===== src/rtl/muldiv_pkg.sv =====
// Shared definitions for the iterative multiply/divide unit: op codes, FSM
// states and the default operand width.
package muldiv_pkg;

    localparam int unsigned WidthDefault = 32;

    // 110 and 111 are reserved and are never enumerated.
    typedef enum logic [2:0] {
        OpMultu = 3'b000,
        OpMult  = 3'b001,
        OpDivu  = 3'b010,
        OpDiv   = 3'b011,
        OpMthi  = 3'b100,
        OpMtlo  = 3'b101
    } op_e;

    typedef enum logic [1:0] {
        StIdle = 2'b00,
        StRun  = 2'b01,
        StFix  = 2'b10,
        StDone = 2'b11
    } state_e;

    // Multiply and divide ops all have op[2] clear.
    function automatic logic is_muldiv(input logic [2:0] op);
        return ~op[2];
    endfunction

endpackage


===== src/rtl/muldiv_step.sv =====
// One combinational iteration of the multiply/divide datapath.
// div_mode = 0: shift-add multiply step on {upper, lower} (lower holds multiplier).
// div_mode = 1: restoring shift-subtract divide step (upper = partial remainder,
// lower = dividend bits shifting out / quotient bits shifting in).
module muldiv_step
    import muldiv_pkg::*;
#(
    parameter int unsigned WIDTH = WidthDefault
) (
    input  logic             div_mode,
    input  logic [WIDTH-1:0] upper,
    input  logic [WIDTH-1:0] lower,
    input  logic [WIDTH-1:0] operand,
    output logic [WIDTH-1:0] upper_next,
    output logic [WIDTH-1:0] lower_next
);

    logic [WIDTH:0]   sum;
    logic [WIDTH:0]   shifted;
    logic [WIDTH-1:0] diff;
    logic             fits;

    // Compute both step flavours and select by mode.
    always_comb begin
        sum     = {1'b0, upper} + (lower[0] ? {1'b0, operand} : '0);
        shifted = {upper, lower[WIDTH-1]};
        fits    = shifted >= {1'b0, operand};
        // Only used when fits, where the true difference is below 2^WIDTH.
        diff    = shifted[WIDTH-1:0] - operand;
        if (!div_mode) begin
            upper_next = sum[WIDTH:1];
            lower_next = {sum[0], lower[WIDTH-1:1]};
        end else if (fits) begin
            upper_next = diff;
            lower_next = {lower[WIDTH-2:0], 1'b1};
        end else begin
            upper_next = shifted[WIDTH-1:0];
            lower_next = {lower[WIDTH-2:0], 1'b0};
        end
    end

endmodule


===== src/rtl/muldiv_unit.sv =====
// Iterative MIPS-style HI/LO multiply/divide unit.
// Operands are reduced to magnitudes on capture, iterated WIDTH times by
// muldiv_step, then sign-corrected in a single FIX cycle.
// Define MULDIV_SIGNED_EN to make MULT/DIV signed; otherwise op[0] is ignored.
module muldiv_unit
    import muldiv_pkg::*;
#(
    parameter int unsigned WIDTH = WidthDefault
) (
    input  logic             clk,
    input  logic             reset,
    input  logic             start,
    input  logic [2:0]       op,
    input  logic [WIDTH-1:0] a,
    input  logic [WIDTH-1:0] b,
    output logic             busy,
    output logic             done,
    output logic             divzero,
    output logic [WIDTH-1:0] hi,
    output logic [WIDTH-1:0] lo
);

    localparam logic [6:0] LastCnt = 7'(WIDTH - 1);

    state_e             state_q, state_d;
    logic [6:0]         cnt_q, cnt_d;
    logic               div_q, div_d;
    logic               sgn_q, sgn_d;
    logic [WIDTH-1:0]   a_q, a_d, b_q, b_d;
    logic [WIDTH-1:0]   upper_q, upper_d, lower_q, lower_d, opnd_q, opnd_d;
    logic [WIDTH-1:0]   hi_q, hi_d, lo_q, lo_d;
    logic               divzero_q, divzero_d;

    logic               sgn_in;
    logic [WIDTH-1:0]   a_mag, b_mag;
    logic [WIDTH-1:0]   step_upper, step_lower;
    logic [2*WIDTH-1:0] prod, prod_fix;

`ifdef MULDIV_SIGNED_EN
    assign sgn_in = op[0];
`else
    assign sgn_in = 1'b0;
`endif

    // Magnitudes of the incoming operands for the unsigned iteration core.
    always_comb begin
        a_mag = (sgn_in && a[WIDTH-1]) ? -a : a;
        b_mag = (sgn_in && b[WIDTH-1]) ? -b : b;
    end

    muldiv_step #(
        .WIDTH (WIDTH)
    ) u_step (
        .div_mode   (div_q),
        .upper      (upper_q),
        .lower      (lower_q),
        .operand    (opnd_q),
        .upper_next (step_upper),
        .lower_next (step_lower)
    );

    // FSM next-state, datapath iteration and FIX-cycle sign correction.
    always_comb begin
        state_d   = state_q;
        cnt_d     = cnt_q;
        div_d     = div_q;
        sgn_d     = sgn_q;
        a_d       = a_q;
        b_d       = b_q;
        upper_d   = upper_q;
        lower_d   = lower_q;
        opnd_d    = opnd_q;
        hi_d      = hi_q;
        lo_d      = lo_q;
        divzero_d = 1'b0;
        prod      = {upper_q, lower_q};
        prod_fix  = prod;

        case (state_q)
            StIdle: begin
                if (start && is_muldiv(op)) begin
                    state_d = StRun;
                    cnt_d   = '0;
                    div_d   = op[1];
                    sgn_d   = sgn_in;
                    a_d     = a;
                    b_d     = b;
                    upper_d = '0;
                    lower_d = a_mag;
                    opnd_d  = b_mag;
                end else if (start && op == OpMthi) begin
                    hi_d    = a;
                    state_d = StDone;
                end else if (start && op == OpMtlo) begin
                    lo_d    = a;
                    state_d = StDone;
                end
            end
            StRun: begin
                upper_d = step_upper;
                lower_d = step_lower;
                cnt_d   = cnt_q + 7'd1;
                if (cnt_q == LastCnt) begin
                    state_d = StFix;
                end
            end
            StFix: begin
                state_d = StDone;
                if (!div_q) begin
                    prod_fix = (sgn_q && (a_q[WIDTH-1] ^ b_q[WIDTH-1])) ? -prod : prod;
                    hi_d     = prod_fix[2*WIDTH-1:WIDTH];
                    lo_d     = prod_fix[WIDTH-1:0];
                end else if (b_q == '0) begin
                    hi_d      = a_q;
                    lo_d      = '1;
                    divzero_d = 1'b1;
                end else begin
                    // Quotient negates on sign mismatch; remainder follows the dividend.
                    // Most-negative / -1 falls out naturally as quotient = a, rem = 0.
                    lo_d = (sgn_q && (a_q[WIDTH-1] ^ b_q[WIDTH-1])) ? -lower_q : lower_q;
                    hi_d = (sgn_q && a_q[WIDTH-1]) ? -upper_q : upper_q;
                end
            end
            StDone: begin
                state_d = StIdle;
            end
            default: begin
                state_d = StIdle;
            end
        endcase
    end

    // State and architectural registers; reset wipes everything immediately.
    always_ff @(posedge clk or posedge reset) begin
        if (reset) begin
            state_q   <= StIdle;
            cnt_q     <= '0;
            div_q     <= 1'b0;
            sgn_q     <= 1'b0;
            a_q       <= '0;
            b_q       <= '0;
            upper_q   <= '0;
            lower_q   <= '0;
            opnd_q    <= '0;
            hi_q      <= '0;
            lo_q      <= '0;
            divzero_q <= 1'b0;
        end else begin
            state_q   <= state_d;
            cnt_q     <= cnt_d;
            div_q     <= div_d;
            sgn_q     <= sgn_d;
            a_q       <= a_d;
            b_q       <= b_d;
            upper_q   <= upper_d;
            lower_q   <= lower_d;
            opnd_q    <= opnd_d;
            hi_q      <= hi_d;
            lo_q      <= lo_d;
            divzero_q <= divzero_d;
        end
    end

    // Status outputs decoded from the state register.
    always_comb begin
        busy    = (state_q == StRun) || (state_q == StFix);
        done    = (state_q == StDone);
        divzero = divzero_q;
        hi      = hi_q;
        lo      = lo_q;
    end

endmodule


===== config.mk =====
export PLATFORM = sky130hd
export DESIGN_NAME = muldiv_unit
export DESIGN_NICKNAME = d
export VERILOG_FILES = /design/src/rtl/muldiv_pkg.sv /design/src/rtl/muldiv_step.sv /design/src/rtl/muldiv_unit.sv
export SDC_FILE = /design/constraint.sdc
export NUM_CORES = 1
export LEC_CHECK = 0
export ABC_CLOCK_PERIOD_IN_PS = 8800
export BUFFER_PORTS_ARGS = -buffer_cell sky130_fd_sc_hd__buf_4
export CORE_ASPECT_RATIO = 1.5
export CORE_MARGIN = 5
export CORE_UTILIZATION = 60
export CTS_CLUSTER_DIAMETER = 50
export DETAILED_ROUTE_END_ITERATION = 6
export PLACE_DENSITY = 0.81
export SKIP_CTS_REPAIR_TIMING = 1
export SYNTH_ARGS = -nofsm -noshare
export SYNTH_HDL_FRONTEND = slang
export SYNTH_HIERARCHICAL = 1
export SYNTH_SLANG_ARGS = --single-unit

===== constraint.sdc =====
create_clock -name clk -period 8.8 [get_ports clk]
set_input_delay 1.76 -clock clk [delete_from_list [all_inputs] [get_ports clk]]
set_output_delay 1.76 -clock clk [all_outputs]
set_load 0.01 [all_outputs]

; ---- Word-level counts from Yosys, hierarchy flattened
; Index checks and enable logic that the tools add are counted.
; Widths: inputs -> output; s select.
[word_totals]
out_inout_bits = 67
word_cells = 71
ff_bits = 203
[op_classes]
bitwise = 1
n_lt_le_gt_ge = 1
addsub = 3
n_reduce_logical = 13
n_eq_ne = 13
mux = 30
[ops]
columns = operator, count
row1 = $mux 32, 15
row2 = $pmux 32 s2, 4
row3 = $add 32x33->33, 1
row4 = $ge 33x32->1, 1
row5 = $logic_not 32->1, 1
row6 = $sub 32x32->32, 1
row7 = $pmux 7 s2, 1
row8 = $ne 2x2->1 const B, 6
row9 = $mux 2, 4
row10 = $pmux 2 s4, 1
row11 = $add 7x1->7 const B, 1
row12 = $eq 7x5->1 const B, 1
row13 = $mux 7, 1
row14 = $eq 3x3->1 const B, 2
row15 = $reduce_and 2->1, 3
row16 = $eq 2x2->1 const B, 2
row17 = $mux 1, 4
row18 = $ne 4x4->1 const B, 1
row19 = $reduce_and 4->1, 1
row20 = $reduce_bool 2->1, 2
row21 = $logic_and 1x1->1, 3
row22 = $reduce_and 3->1, 1
row23 = $eq 2x1->1 const B, 1
row24 = $logic_not 2->1, 1
row25 = 2 further kinds, 2

; ---- Longest topological paths before layout
; Gate-level depths: netlist (run 1).
[logic_depth]
depth_word = 6
mapped_depth = 15
depth_no_buf = 13

; ---- Cells and area by module
; Netlist (run 1), hierarchy kept.
[by_module_without_submodules]
columns = module, instances, seq_area_each_um2, area_each_um2, cells_per_inst
row1 = muldiv_unit, 1, 5079.9, 8926.1, 839
row2 = muldiv_step, 1, 0.0, 4679.5, 688

; ---- Worst setup path after synthesis (run 1)
; Ideal clock, no wire load.
[synth_timing]
kind = reg-to-reg
startpoint = register lower_q[0]
endpoint = register upper_q[29]
slack_ns = 5.423
synth_period_minus_slack_ns = 3.377
arrival_ns = 3.310
required_ns = 8.734
stages_incl_launch_ff = 15
n_path_buf = 1
cell_sequence = dfrtp_1 -> clkbuf_1 -> and2_1 -> ha_1 -> fa_1 -> a21o_1 -> a31oi_1 -> nor3_1 -> o21ai_0 -> o221ai_1 -> a221o_1 -> a31oi_1 -> mux2_2 -> a31oi_1 -> a22o_1
[synth_via]
elab_chain_len = 4
[synth_lines]
columns = element, line
row1 = start: declaration, muldiv_unit.sv:30  ; logic [WIDTH-1:0] upper_q, upper_d, lower_q, lower_d, opnd_q, opnd_d;
row2 = start signal: assignment, muldiv_unit.sv:156  ; lower_q <= lower_d;
row3 = $mux 32, muldiv_step.sv:25  ; sum = {1'b0, upper} + (lower[0] ? {1'b0, operand} : '0);
row4 = $add 32x33->33, muldiv_step.sv:25
row5 = $mux 32, muldiv_step.sv:30  ; if (!div_mode) begin
row6 = named net step_upper[29], muldiv_unit.sv:36  ; logic [WIDTH-1:0] step_upper, step_lower;
row7 = $pmux 32 s2, muldiv_unit.sv:79  ; case (state_q)
row8 = end signal: assignment, muldiv_unit.sv:155  ; upper_q <= upper_d;
row9 = end: declaration, muldiv_unit.sv:30
; The timed path passes the listed nets, and every way through them passes these cells.
; A chain may end at the register's enable or synchronous reset.

; ---- Final worst setup path (run 1)
; Same ends and word-level chain as after synthesis.

==> results of run 1 <==
==> cells in the mapped netlist, types with 4 or more instances <==
cell,instances,area share (%)
sky130_fd_sc_hd__and3_1,9,0.41
sky130_fd_sc_hd__nand3_1,23,0.85
sky130_fd_sc_hd__dfrtp_1,203,37
sky130_fd_sc_hd__o21a_1,4,0.22
sky130_fd_sc_hd__nand2b_1,7,0.32
sky130_fd_sc_hd__nor3_1,10,0.37
sky130_fd_sc_hd__a211o_1,7,0.45
sky130_fd_sc_hd__o211ai_1,4,0.22
sky130_fd_sc_hd__buf_6,5,0.41
sky130_fd_sc_hd__o21ai_1,35,1.3
sky130_fd_sc_hd__o22ai_1,33,1.5
sky130_fd_sc_hd__o21ai_0,219,8.1
sky130_fd_sc_hd__nor2_1,64,1.8
sky130_fd_sc_hd__xor2_1,27,1.7
sky130_fd_sc_hd__nand4_1,14,0.64
sky130_fd_sc_hd__clkbuf_1,66,1.8
sky130_fd_sc_hd__buf_2,8,0.29
sky130_fd_sc_hd__o21bai_1,6,0.33
sky130_fd_sc_hd__ha_1,70,6.4
sky130_fd_sc_hd__xnor2_1,26,1.7
sky130_fd_sc_hd__o41ai_1,4,0.26
sky130_fd_sc_hd__and2_1,38,1.7
sky130_fd_sc_hd__mux2_2,69,5.7
sky130_fd_sc_hd__mux2i_1,84,6.2
sky130_fd_sc_hd__nor2b_1,8,0.37
sky130_fd_sc_hd__a21o_1,32,1.8
sky130_fd_sc_hd__nand2_1,165,4.6
sky130_fd_sc_hd__a22o_1,33,2.1
sky130_fd_sc_hd__a211oi_1,6,0.33
sky130_fd_sc_hd__a31oi_1,21,0.97
sky130_fd_sc_hd__inv_1,87,2.4
sky130_fd_sc_hd__a21oi_1,70,2.6
==> cell type report <==
| cell class | instances | share of cell area [%] |
|---|---|---|
| Clock inverter | 15 | 1.07 |
| Inverter | 87 | 2.16 |
| Clock buffer | 23 | 3.45 |
| Sequential cell | 203 | 32.9 |
| Multi-Input combinational cell | 1153 | 51.0 |
| Tap cell | 276 | 2.23 |
| Timing Repair Buffer | 149 | 7.24 |
==> critical path, cell delays in order, from the launching register on <==
cell and delay [ps]:
sky130_fd_sc_hd__dfrtp_1 410, sky130_fd_sc_hd__buf_4 250, sky130_fd_sc_hd__and2_1 180, sky130_fd_sc_hd__ha_1 220
sky130_fd_sc_hd__fa_1 410, sky130_fd_sc_hd__a21o_1 200, sky130_fd_sc_hd__a31oi_1 320, sky130_fd_sc_hd__nor3_1 170
sky130_fd_sc_hd__o21ai_0 410, sky130_fd_sc_hd__o221ai_1 290, sky130_fd_sc_hd__a221o_1 390, sky130_fd_sc_hd__a31oi_1 210
sky130_fd_sc_hd__mux2_2 350, sky130_fd_sc_hd__a31oi_1 150, sky130_fd_sc_hd__a22o_1 160
==> sequential cells by signal, summed over array words and instances (netlist names) <==
| signal | count |
|---|---|
| lo | 32 |
| upper_q | 32 |
| state_q | 2 |
| hi | 32 |
| div_q | 1 |
| cnt_q | 7 |
| a_q | 32 |
| lower_q | 32 |
| opnd_q | 32 |
| divzero | 1 |
==> cell usage in the layout (no fill, tap or decap), types with 4 or more instances in the layout <==
cell,instances
sky130_fd_sc_hd__a211o_1,7
sky130_fd_sc_hd__a211oi_1,6
sky130_fd_sc_hd__a21o_1,32
sky130_fd_sc_hd__a21oi_1,69
sky130_fd_sc_hd__a22o_1,33
sky130_fd_sc_hd__a31oi_1,21
sky130_fd_sc_hd__and2_1,38
sky130_fd_sc_hd__and3_1,9
sky130_fd_sc_hd__buf_4,149
sky130_fd_sc_hd__clkbuf_16,21
sky130_fd_sc_hd__clkinv_4,4
sky130_fd_sc_hd__clkinvlp_4,4
sky130_fd_sc_hd__dfrtp_1,202
sky130_fd_sc_hd__ha_1,68
sky130_fd_sc_hd__inv_1,86
sky130_fd_sc_hd__mux2_2,69
sky130_fd_sc_hd__mux2i_1,84
sky130_fd_sc_hd__nand2_1,165
sky130_fd_sc_hd__nand2b_1,7
sky130_fd_sc_hd__nand3_1,23
sky130_fd_sc_hd__nand4_1,14
sky130_fd_sc_hd__nor2_1,64
sky130_fd_sc_hd__nor2b_1,8
sky130_fd_sc_hd__nor3_1,10
sky130_fd_sc_hd__o211ai_1,4
sky130_fd_sc_hd__o21a_1,4
sky130_fd_sc_hd__o21ai_0,219
sky130_fd_sc_hd__o21ai_1,35
sky130_fd_sc_hd__o21bai_1,6
sky130_fd_sc_hd__o22ai_1,33
sky130_fd_sc_hd__o41ai_1,4
sky130_fd_sc_hd__xnor2_1,26
sky130_fd_sc_hd__xor2_1,27
==> logic make-up after synthesis <==
group                      share of synthesized area, %
xor gates and xnor gates                           3.41
DFF                                                37.3
buffers and inverters                              5.10
muxes                                              11.9
AOI/OAI and AO/OA                                  22.6
and+or+nand+nor                                    12.9
adders and majority gates                          6.73
==> stage by stage <==
stage	area [um2]	worst slack, ps
after global routing	15500	4440
after global placement	14800	4890
final	15500	4610
after CTS	15500	4680
after detailed placement	14800	4700
after floorplan	13600	1500
==> metal layers <==
metal  GRT usage [%]  wire length [um]  up-vias
met4            12.4              1720        0
met3            3.23              2380      118
met5               0                 0        -
met2            47.3             18000      507
met1            35.7             15300     5812
li1                -                 -     5668
==> how the worst max path moves through the flow <==
stage | startpoint | to | depth (start not counted)
finish | lower_q[0] | upper_q[29] | 14
detailed placement | lower_q[0] | upper_q[29] | 14
global placement | lower_q[0] | upper_q[29] | 14
global route | lower_q[0] | upper_q[29] | 14
CTS | lower_q[0] | upper_q[29] | 14
floorplan | reset | a_q[0] | 1
==> power by group <==
part	internal [mW]	total (mW)	switching, mW	leakage, nW
combinational	1.75	4.07	2.32	4.44
clock	0.507	0.911	0.403	0.330
sequential	1.37	1.85	0.473	2.50
total	3.63	6.83	3.20	7.27
==> key figures, run 1 <==
Die
  – Number of primary I/O pins: 137
  – Initial core utilization: 60.8%
  – Standard cell core area: 22400 um2
  – Width of the die: 133 um
  – Number of core rows: 67
  – Die H: 194 um
  – Die Outline Area: 25800 um2

STA
  – Setup violators final: 0
  – Hold Slack: 477 ps
  – Worst slew margin: 30.6%
  – Hold Vio Cnt, Final: 0
  – Final Slew Violations: 0
  – RSZ-0062 raised after global routing: no
  – Post-route setup TNS: 0 ps
  – Minimum period implied by the final worst setup slack: 4190 ps
  – Transition at the pin with the smallest max-transition slack: 1040 ps
  – Final setup skew: 21.1 ps
  – Highest clock rate: 238 MHz
  – Period utilization: 47.7%

Synthesis
  – Flip-flop and latch count after synthesis: 203
  – Mean post-synth cell area: 8.91 um2
  – Sequential area share after synthesis: 37.3%
  – Net count after synthesis: 1669
  – Synth unique cells: 76
  – Yosys warning count: 6
  – Post-Synthesis Cells: 1527
  – Share of synthesized flip-flops with an asynchronous set or reset: 100%
  – Synth Flop Type: sky130_fd_sc_hd__dfrtp_1
  – Number of enable flip-flop cells after synthesis: 0
  – Cell Area, Synth: 13600 um2

CTS
  – Sink count of the clock tree: 203
  – TritonCTS clock tree: done
  – H-Tree Depth: 1
  – Clock input transition at the sequential cells of the worst setup and hold paths: 70 ps
  – Max Buffers Root-to-Sink: 3
  – Clk_lat worst skew: 510 ps
  – Clock Root Buffer: sky130_fd_sc_hd__clkbuf_16
  – Number of buffers created by CTS: 21

Place
  – Cell count after placement: 1868
  – Routability congestion estimate: 0.943
  – HPWL after detailed placement: 26200 um
  – PortBufs: 136

Power and ir drop
  – Worst IR drop on VDD: 0.225 mV
  – Total power after layout: 6.83 mW
  – Leakage power of the design: 7.27 nW
  – Cell area power density: 442 nW/um2

Global route
  – Pin count of the biggest net entering global routing: 145
  – Total routing resource utilization after global routing: 27.9%
  – Antenna violations before repair: 0
  – First-pass GRT wire length: 60400 um
  – Global route total overflow: 0
  – Number of global-route vias before repair: 12012

Cells and area
  – Storage element area: 5080 um2
  – Ant. Diodes: 0
  – Post-route insts no fill: 1906
  – Relative area change from synthesis to final layout: 13.6%
  – NumNets Final: 1757
  – Layout cells sized above 1: 17.3%
  – Utilization of the core after routing: 69.0%
  – Fillers: 1773
  – Area occupied by multi-input gates: 7880 um2

Drt
  – Routed wire length: 37300 um
  – Routed wirelength normalized by instance count: 19.6 um
  – Via density: 6.35
  – Vias: 12105
  – Post-route DRC: 0
  – Remaining antenna violation count after routing: 0
  – DRT iter0 DRCs: 993
  – Detailed-router iteration count before antenna repair: 5

Run
  – Total of max-cap violations: 0

Run status
  – Outcome: complete, no violations

Setup path
  – Kind of capture point of the worst setup path: flop
  – Startpoint Class: flop
  – Data arrival at the endpoint of the critical path: 4640 ps
  – Worst reg2reg path endpoint: upper_q[29]
  – Crit-path max FO: 32
  – Critical setup path kind: flop to flop
  – Data required time of the critical path: 9240 ps
  – Startpoint of the worst register-to-register path: lower_q[0]
  – Count of cells along the worst register-to-register path: 14
  – Worst setup slack for register-to-register paths: 4610 ps

Worst hold path
  – Start point of the worst hold path: lo[19]
  – Hold/Removal Path Class: flop to flop
  – Endpoint of the worst hold path: lo[19]
  – Worst Hold Path Cells: 2
No activity file was read; power rests on OpenSTA's default activity.
==> inputs of run 2 (changes only) <==
- ABC_CLOCK_PERIOD_IN_PS: 8800 -> 3750
- CORE_UTILIZATION: 60 -> 55
- PLACE_DENSITY: 0.81 -> 0.78
- clock period: 8.8 -> 3.75 ns (I/O delays scaled with it)
==> run 2 against run 1 <==
Sequential share of layout area is 1.2 points lower. Maximum frequency up 14%. Clock power is 140% higher. Non-clock buffer count up 57. Sequential power up 130%. Power increased by 140%. Die area rose by 8.5%. Critical path type unchanged.
==> key figures, run 2 (synthesis gave the netlist of run 1 again) <==
Global route
  – Pin count of the biggest net entering global routing: 65 (was 145)
  – First-pass GRT wire length: 63600 um (was 60400 um)
  – Antenna violations before repair: 0 (unchanged)
  – Total routing resource utilization after global routing: 27.2% (was 27.9%)
  – Global route total overflow: 0 (unchanged)
  – Number of global-route vias before repair: 12123 (was 12012)

CTS
  – Sink count of the clock tree: 203 (unchanged)
  – Clock input transition at the sequential cells of the worst setup and hold paths: 70 ps (about the same)
  – H-Tree Depth: 1 (unchanged)
  – Clock Root Buffer: sky130_fd_sc_hd__clkbuf_16 (unchanged)
  – TritonCTS clock tree: done (unchanged)
  – Clk_lat worst skew: 530 ps (was 510 ps)
  – Max Buffers Root-to-Sink: 3 (unchanged)
  – Number of buffers created by CTS: 23 (was 21)

Drt
  – Routed wirelength normalized by instance count: 19.4 um (was 19.6 um)
  – Remaining antenna violation count after routing: 0 (unchanged)
  – Via density: 6.05 (was 6.35)
  – Post-route DRC: 0 (unchanged)
  – Detailed-router iteration count before antenna repair: 5 (unchanged)
  – Vias: 12188 (was 12105)
  – DRT iter0 DRCs: 1023 (was 993)
  – Routed wire length: 39000 um (was 37300 um)

Cells and area
  – Fillers: 2053 (was 1773)
  – Area occupied by multi-input gates: 7900 um2 (was 7880 um2)
  – Ant. Diodes: 0 (unchanged)
  – Fin area: 16100 um2 (was 15500 um2)
  – Leading cell type in the layout, fill and taps excluded: sky130_fd_sc_hd__o21ai_0 (unchanged)
  – Relative area change from synthesis to final layout: 18.0% (was 13.6%)
  – Storage element area: 5080 um2 (unchanged)
  – Utilization of the core after routing: 65.7% (was 69.0%)
  – Most frequent cells in the layout: sky130_fd_sc_hd__o21ai_0, sky130_fd_sc_hd__dfrtp_1, sky130_fd_sc_hd__buf_4, sky130_fd_sc_hd__nand2_1, sky130_fd_sc_hd__inv_1 (was sky130_fd_sc_hd__o21ai_0, sky130_fd_sc_hd__dfrtp_1, sky130_fd_sc_hd__nand2_1, sky130_fd_sc_hd__buf_4, sky130_fd_sc_hd__inv_1)
  – Layout cells sized above 1: 20.5% (was 17.3%)
  – NumNets Final: 1816 (was 1757)

Place
  – Placement-stage cell area: 15300 um2 (was 14800 um2)
  – Routability congestion estimate: 0.947 (was 0.943)
  – HPWL after detailed placement: 28900 um (was 26200 um)
  – PortBufs: 136 (unchanged)

Setup path
  – Slowest cell on the critical path: sky130_fd_sc_hd__or4_1 (was sky130_fd_sc_hd__dfrtp_1)
  – Crit path buf inv count: 1 (unchanged)
  – Critical setup path kind: flop to flop (unchanged)
  – Crit-path max FO: 8 (was 32)
  – Kind of capture point of the worst setup path: flop (unchanged)
  – Stage delay of the slowest cell on the critical path: 600 ps (was 410 ps)
  – Data required time of the critical path: 4160 ps (was 9240 ps)
  – Crit-path leading delay family: simple AND/OR/NAND/NOR gates (was compound AO/OA/AOI/OAI gates)
  – Data arrival at the endpoint of the critical path: 4090 ps (was 4640 ps)
  – Startpoint Class: flop (unchanged)
  – Cell chain of the critical path: ha_1 -> nand2_1 -> nor2_1 -> nand4_1 -> or4_1 -> a21oi_2 -> nor3_2 -> and2_1 -> buf_4 -> a21o_1 -> o32a_1 -> a22o_1 (was buf_4 -> and2_1 -> ha_1 -> fa_1 -> a21o_1 -> a31oi_1 -> nor3_1 -> o21ai_0 -> o221ai_1 -> a221o_1 -> a31oi_1 -> mux2_2 -> a31oi_1 -> a22o_1)

Worst hold path
  – Hold/Removal Path Class: primary input to async pin (was flop to flop)

Die
  – Die H: 203 um (was 194 um)
  – Number of primary I/O pins: 137 (unchanged)
  – Standard cell core area: 24400 um2 (was 22400 um2)
  – Number of core rows: 70 (was 67)
  – Width of the die: 138 um (was 133 um)
  – Die Outline Area: 28000 um2 (was 25800 um2)
  – Initial core utilization: 55.7% (was 60.8%)

STA
  – Setup violators final: 0 (unchanged)
  – Highest clock rate: 271 MHz (was 238 MHz)
  – Post-route setup TNS: 0 ps (unchanged)
  – Period utilization: 98.3% (was 47.7%)
  – Hold Slack: 399 ps (was 477 ps)
  – Worst slew margin: 42.1% (was 30.6%)
  – Transition at the pin with the smallest max-transition slack: 867 ps (was 1040 ps)
  – Hold Vio Cnt, Final: 0 (unchanged)
  – Final setup skew: 25.8 ps (was 21.1 ps)
  – Minimum period implied by the final worst setup slack: 3690 ps (was 4190 ps)
  – Final Slew Violations: 0 (unchanged)
  – RSZ-0062 raised after global routing: no (unchanged)

Run status
  – Outcome: complete, no violations (unchanged)

Power and ir drop
  – Worst IR drop on VDD: 0.597 mV (was 0.225 mV)
  – Leakage power of the design: 7.59 nW (was 7.27 nW)
  – Cell area power density: 1040 nW/um2 (was 442 nW/um2)

Run
  – Total of max-cap violations: 0 (unchanged)
## run 2: changes by cell type in the layout (fill, tap and decap cells not counted), moves of 2 or more
cell,before,now
sky130_fd_sc_hd__buf_4,149,202
sky130_fd_sc_hd__buf_12,0,4
sky130_fd_sc_hd__clkinv_4,4,1
sky130_fd_sc_hd__clkbuf_16,21,23
sky130_fd_sc_hd__clkinv_2,3,5
## run 2: stage by stage
| step | setup WS [ps] | power [mW] | instances |
|---|---|---|---|
| after floorplan | 370 | 11.1 | 1527 |
| after global routing | 9.47 | 18.0 | 2015 |
| after detailed placement | 100 | 14.3 | 1973 |
| after global placement | 101 | 14.1 | 1973 |
| after CTS | 64.1 | 16.6 | 2015 |
| final | 64.3 | 16.7 | 2015 |
## run 2: worst reg2reg max path: cells and delay by family (launching register included)
family,cells,cell delay [ps]
adders and majority gates,1,400
DFF,1,480
AOI/OAI and AO/OA,4,840
buffers and inverters,1,240
and+or+nand+nor,6,1600
## run 2: where the power goes
| group | internal, mW | leakage, nW | total, mW | switching, mW |
|---|---|---|---|---|
| combinational | 4.52 | 4.73 | 10.3 | 5.76 |
| clock | 1.24 | 0.355 | 2.23 | 0.988 |
| sequential | 3.23 | 2.50 | 4.19 | 0.965 |
| total | 8.98 | 7.59 | 16.7 | 7.72 |
## run 2: layout make-up
class,count,area share [%]
clock inverters,15,0.865
clock buffers,27,3.74
well taps,324,2.53
multi-input cells,1153,49.2
inverters,87,2.06
repair buffers,206,9.95
flip-flops and latches,203,31.7
## run 2: worst paths after layout
check | startpoint | end | slack (ps) | depth (start not counted)
max in group asynchronous | reset | upper_q[18] | 2500 | 3
max reg2reg | upper_q[7] | upper_q[25] | 60 | 12
min reg2reg | lo[16] | lo[16] | 480 | 2
max | upper_q[7] | upper_q[25] | 60 | 12
min | reset | lo[24] | 400 | 2
min in group clk | b[5] | opnd_q[5] | 440 | 2
## run 2: layer usage
| metal | GRT usage [%] | share of wire (%) |
|---|---|---|
| met1 | 34.5 | 41 |
| met4 | 8.19 | 2.5 |
| met2 | 48.8 | 51 |
| met3 | 3.18 | 5.8 |
| met5 | 0 | 0 |
==> inputs of run 3 (changes only) <==
- ABC_AREA: unset -> 1
- CORE_UTILIZATION: 55 -> 56
- PLACE_DENSITY: 0.78 -> 0.79
==> run 3 against run 2 <==
Power rose by 8.4%. Critical endpoint is now upper_q[26]. Area after synthesis increased by 17%. Clock power grew 12%. Critical path depth rose by 2. The run now ends with DRC left. Maximum frequency increased by 5.7%. Routed wire length increased by 39%. Flip-flop and latch count is the same. Synthesized cell count increased by 59%.
==> key figures, run 3 <==
Setup path
  – Critical setup path kind: flop to flop (unchanged)
  – Worst reg2reg path endpoint: upper_q[26] (was upper_q[25])
  – Worst setup slack for register-to-register paths: 260 ps (was 60 ps)
  – Startpoint Class: flop (unchanged)
  – Data arrival at the endpoint of the critical path: 3960 ps (was 4090 ps)
  – Startpoint of the worst register-to-register path: lower_q[0] (was upper_q[7])
  – Crit-path max FO: 19 (was 8)
  – Kind of capture point of the worst setup path: flop (unchanged)
  – Count of cells along the worst register-to-register path: 14 (was 12)
  – Data required time of the critical path: 4230 ps (was 4160 ps)

STA
  – Worst Slack Setup Final: 263 ps (was 64.3 ps)
  – Worst slew margin: 29.2% (was 42.1%)
  – Transition at the pin with the smallest max-transition slack: 1060 ps (was 867 ps)
  – Setup violators final: 0 (unchanged)
  – RSZ-0062 raised after global routing: no (unchanged)
  – Post-route setup TNS: 0 ps (unchanged)
  – Final setup skew: 16.2 ps (was 25.8 ps)
  – Period utilization: 93.0% (was 98.3%)
  – Minimum period implied by the final worst setup slack: 3490 ps (was 3690 ps)
  – Highest clock rate: 287 MHz (was 271 MHz)
  – Final Slew Violations: 0 (unchanged)
  – Hold Vio Cnt, Final: 0 (unchanged)

Cells and area
  – Layout cells sized above 1: 12.4% (was 20.5%)
  – Ant. Diodes: 0 (unchanged)
  – Most frequent cells in the layout: sky130_fd_sc_hd__nand2_1, sky130_fd_sc_hd__inv_1, sky130_fd_sc_hd__nor2_1, sky130_fd_sc_hd__nand3_1, sky130_fd_sc_hd__dfrtp_1 (was sky130_fd_sc_hd__o21ai_0, sky130_fd_sc_hd__dfrtp_1, sky130_fd_sc_hd__buf_4, sky130_fd_sc_hd__nand2_1, sky130_fd_sc_hd__inv_1)
  – Fillers: 2636 (was 2053)
  – Relative area change from synthesis to final layout: 13.0% (was 18.0%)
  – Leading cell type in the layout, fill and taps excluded: sky130_fd_sc_hd__nand2_1 (was sky130_fd_sc_hd__o21ai_0)
  – NumNets Final: 2669 (was 1816)

Synthesis
  – Library cell with the highest instance count after synthesis: sky130_fd_sc_hd__nand2_1 (was sky130_fd_sc_hd__o21ai_0)
  – Flip-flop and latch count after synthesis: 203 (unchanged)
  – Yosys warning count: 6 (unchanged)
  – Number of enable flip-flop cells after synthesis: 0 (unchanged)
  – Mean post-synth cell area: 6.55 um2 (was 8.91 um2)
  – Net count after synthesis: 2576 (was 1669)
  – Top post-synthesis cells by count: sky130_fd_sc_hd__nand2_1, sky130_fd_sc_hd__inv_1, sky130_fd_sc_hd__nor2_1, sky130_fd_sc_hd__nand3_1, sky130_fd_sc_hd__dfrtp_1 (was sky130_fd_sc_hd__o21ai_0, sky130_fd_sc_hd__dfrtp_1, sky130_fd_sc_hd__nand2_1, sky130_fd_sc_hd__inv_1, sky130_fd_sc_hd__mux2i_1)
  – Synth Flop Type: sky130_fd_sc_hd__dfrtp_1 (unchanged)
  – Synth unique cells: 45 (was 76)
  – Post-Synthesis Cells: 2434 (was 1527)
  – Area share of the largest cell type after synthesis: 31.8% (was 37.3%)
  – Share of synthesized flip-flops with an asynchronous set or reset: 100% (unchanged)
  – Largest area contributor in the synthesized netlist: sky130_fd_sc_hd__dfrtp_1 (unchanged)
  – Sequential area share after synthesis: 31.8% (was 37.3%)
  – Area contributors post-synth: sky130_fd_sc_hd__dfrtp_1, sky130_fd_sc_hd__nand2_1, sky130_fd_sc_hd__inv_1 (was sky130_fd_sc_hd__dfrtp_1, sky130_fd_sc_hd__o21ai_0, sky130_fd_sc_hd__ha_1)
  – Cell Area, Synth: 16000 um2 (was 13600 um2)

Drt
  – Vias: 16459 (was 12188)
  – Routed wire length: 54300 um (was 39000 um)
  – Detailed-router iteration count before antenna repair: 7 (was 5)
  – Remaining antenna violation count after routing: 0 (unchanged)
  – Via density: 5.70 (was 6.05)
  – Routed wirelength normalized by instance count: 18.8 um (was 19.4 um)
  – DRT iter0 DRCs: 1662 (was 1023)
  – Post-route DRC: 3 (was 0)

CTS
  – Max Buffers Root-to-Sink: 3 (unchanged)
  – Number of buffers created by CTS: 25 (was 23)
  – H-Tree Depth: 1 (unchanged)
  – TritonCTS clock tree: done (unchanged)
  – Clk_lat worst skew: 550 ps (was 530 ps)
  – Clock Root Buffer: sky130_fd_sc_hd__clkbuf_16 (unchanged)
  – Sink count of the clock tree: 203 (unchanged)
  – Clock input transition at the sequential cells of the worst setup and hold paths: 70 ps (about the same)

Global route
  – First-pass GRT wire length: 85800 um (was 63600 um)
  – Global route total overflow: 0 (unchanged)
  – Number of global-route vias before repair: 16332 (was 12123)
  – Pin count of the biggest net entering global routing: 84 (was 65)
  – Antenna violations before repair: 0 (unchanged)
  – Total routing resource utilization after global routing: 33.5% (was 27.2%)

Run status
  – Violated checks: DRC
  – Outcome: finished, violations left (was complete, no violations)

Die
  – Width of the die: 148 um (was 138 um)
  – Number of core rows: 75 (was 70)
  – Initial core utilization: 56.9% (was 55.7%)
  – Die Outline Area: 32000 um2 (was 28000 um2)
  – Die H: 217 um (was 203 um)
  – Standard cell core area: 28100 um2 (was 24400 um2)
  – Number of primary I/O pins: 137 (unchanged)

Place
  – Worst slack after detailed placement: 350 ps (was 100 ps)
  – Routability congestion estimate: 1.01 (was 0.947)
  – PortBufs: 136 (unchanged)
  – HPWL after detailed placement: 41500 um (was 28900 um)

Power and ir drop
  – Worst IR drop on VDD: 0.707 mV (was 0.597 mV)
  – Leakage power of the design: 9.61 nW (was 7.59 nW)
  – Cell area power density: 1010 nW/um2 (was 1040 nW/um2)

Worst hold path
  – Hold/Removal Path Class: primary input to async pin (unchanged)

Run
  – Total of max-cap violations: 0 (unchanged)
[run 3: area by class of cell]
class	instances	area, um2	area share (%)
Clock buffer	32	682	3.78
Clock inverter	11	145	0.806
Inverter	348	1310	7.27
Multi-Input combinational cell	1778	9040	50.2
Sequential cell	203	5080	28.2
Tap cell	346	433	2.40
Timing Repair Buffer	171	1320	7.33
[run 3: worst max path at each step]
stage          cells past startpoint     endpoint  startpoint  slack, ps
2_1_floorplan                      1       a_q[0]       reset        370
3_3_place_gp                      14  upper_q[26]  lower_q[0]        400
3_5_place_dp                      14  upper_q[26]  lower_q[0]        350
4_1_cts                           14  upper_q[26]  lower_q[0]        330
5_1_grt                           14  upper_q[26]  lower_q[0]        130
6_report                          14  upper_q[26]  lower_q[0]        260
[run 3: logic make-up (layout without fill, tap and decap cells)]
| kind of cell | Yosys count | count (layout) | share of synthesized area [%] |
|---|---|---|---|
| xor gates and xnor gates | 20 | 20 | 1.10 |
| adders and majority gates | 72 | 72 | 5.74 |
| buffers and inverters | 453 | 562 | 11.5 |
| and+or+nand+nor | 1285 | 1285 | 34.1 |
| DFF | 203 | 203 | 31.8 |
| AOI/OAI and AO/OA | 401 | 401 | 15.8 |
[run 3: critical path, stage by stage (launching register included)]
cell and delay (ps):
sky130_fd_sc_hd__dfrtp_1 920, sky130_fd_sc_hd__buf_4 380, sky130_fd_sc_hd__nand2_1 130, sky130_fd_sc_hd__inv_1 70, sky130_fd_sc_hd__ha_1 320, sky130_fd_sc_hd__a21oi_1 340, sky130_fd_sc_hd__o21ai_0 230, sky130_fd_sc_hd__o21bai_1 230
sky130_fd_sc_hd__nor2_1 150, sky130_fd_sc_hd__nand2_1 70, sky130_fd_sc_hd__nand2_1 50, sky130_fd_sc_hd__nand3_1 180, sky130_fd_sc_hd__nand2_1 140, sky130_fd_sc_hd__nand3_1 90, sky130_fd_sc_hd__nand2_1 100
[run 3: per-layer routing]
metal	routed length [um]	global-route usage, %
met5	0	0
met4	3450	18.3
met3	3760	4.18
met2	26600	58.9
met1	20400	39.5
[run 3: through the flow]
step	cells	util, %	hold slack, ps	area [um2]	total power [mW]
after floorplan	2434	-	453	16000	11.9
after global placement	2846	61.3	468	17200	15.3
after detailed placement	2846	61.3	476	17200	15.4
after CTS	2889	64.2	377	18000	18.0
after global routing	2889	64.2	387	18000	19.6
final	2889	64.2	359	18000	18.1
[run 3: power breakdown]
| part | internal, mW | total [mW] | switching [mW] |
|---|---|---|---|
| logic | 3.96 | 11.4 | 7.45 |
| registers | 3.27 | 4.20 | 0.936 |
| clock network | 1.44 | 2.49 | 1.05 |
| total | 8.67 | 18.1 | 9.44 |
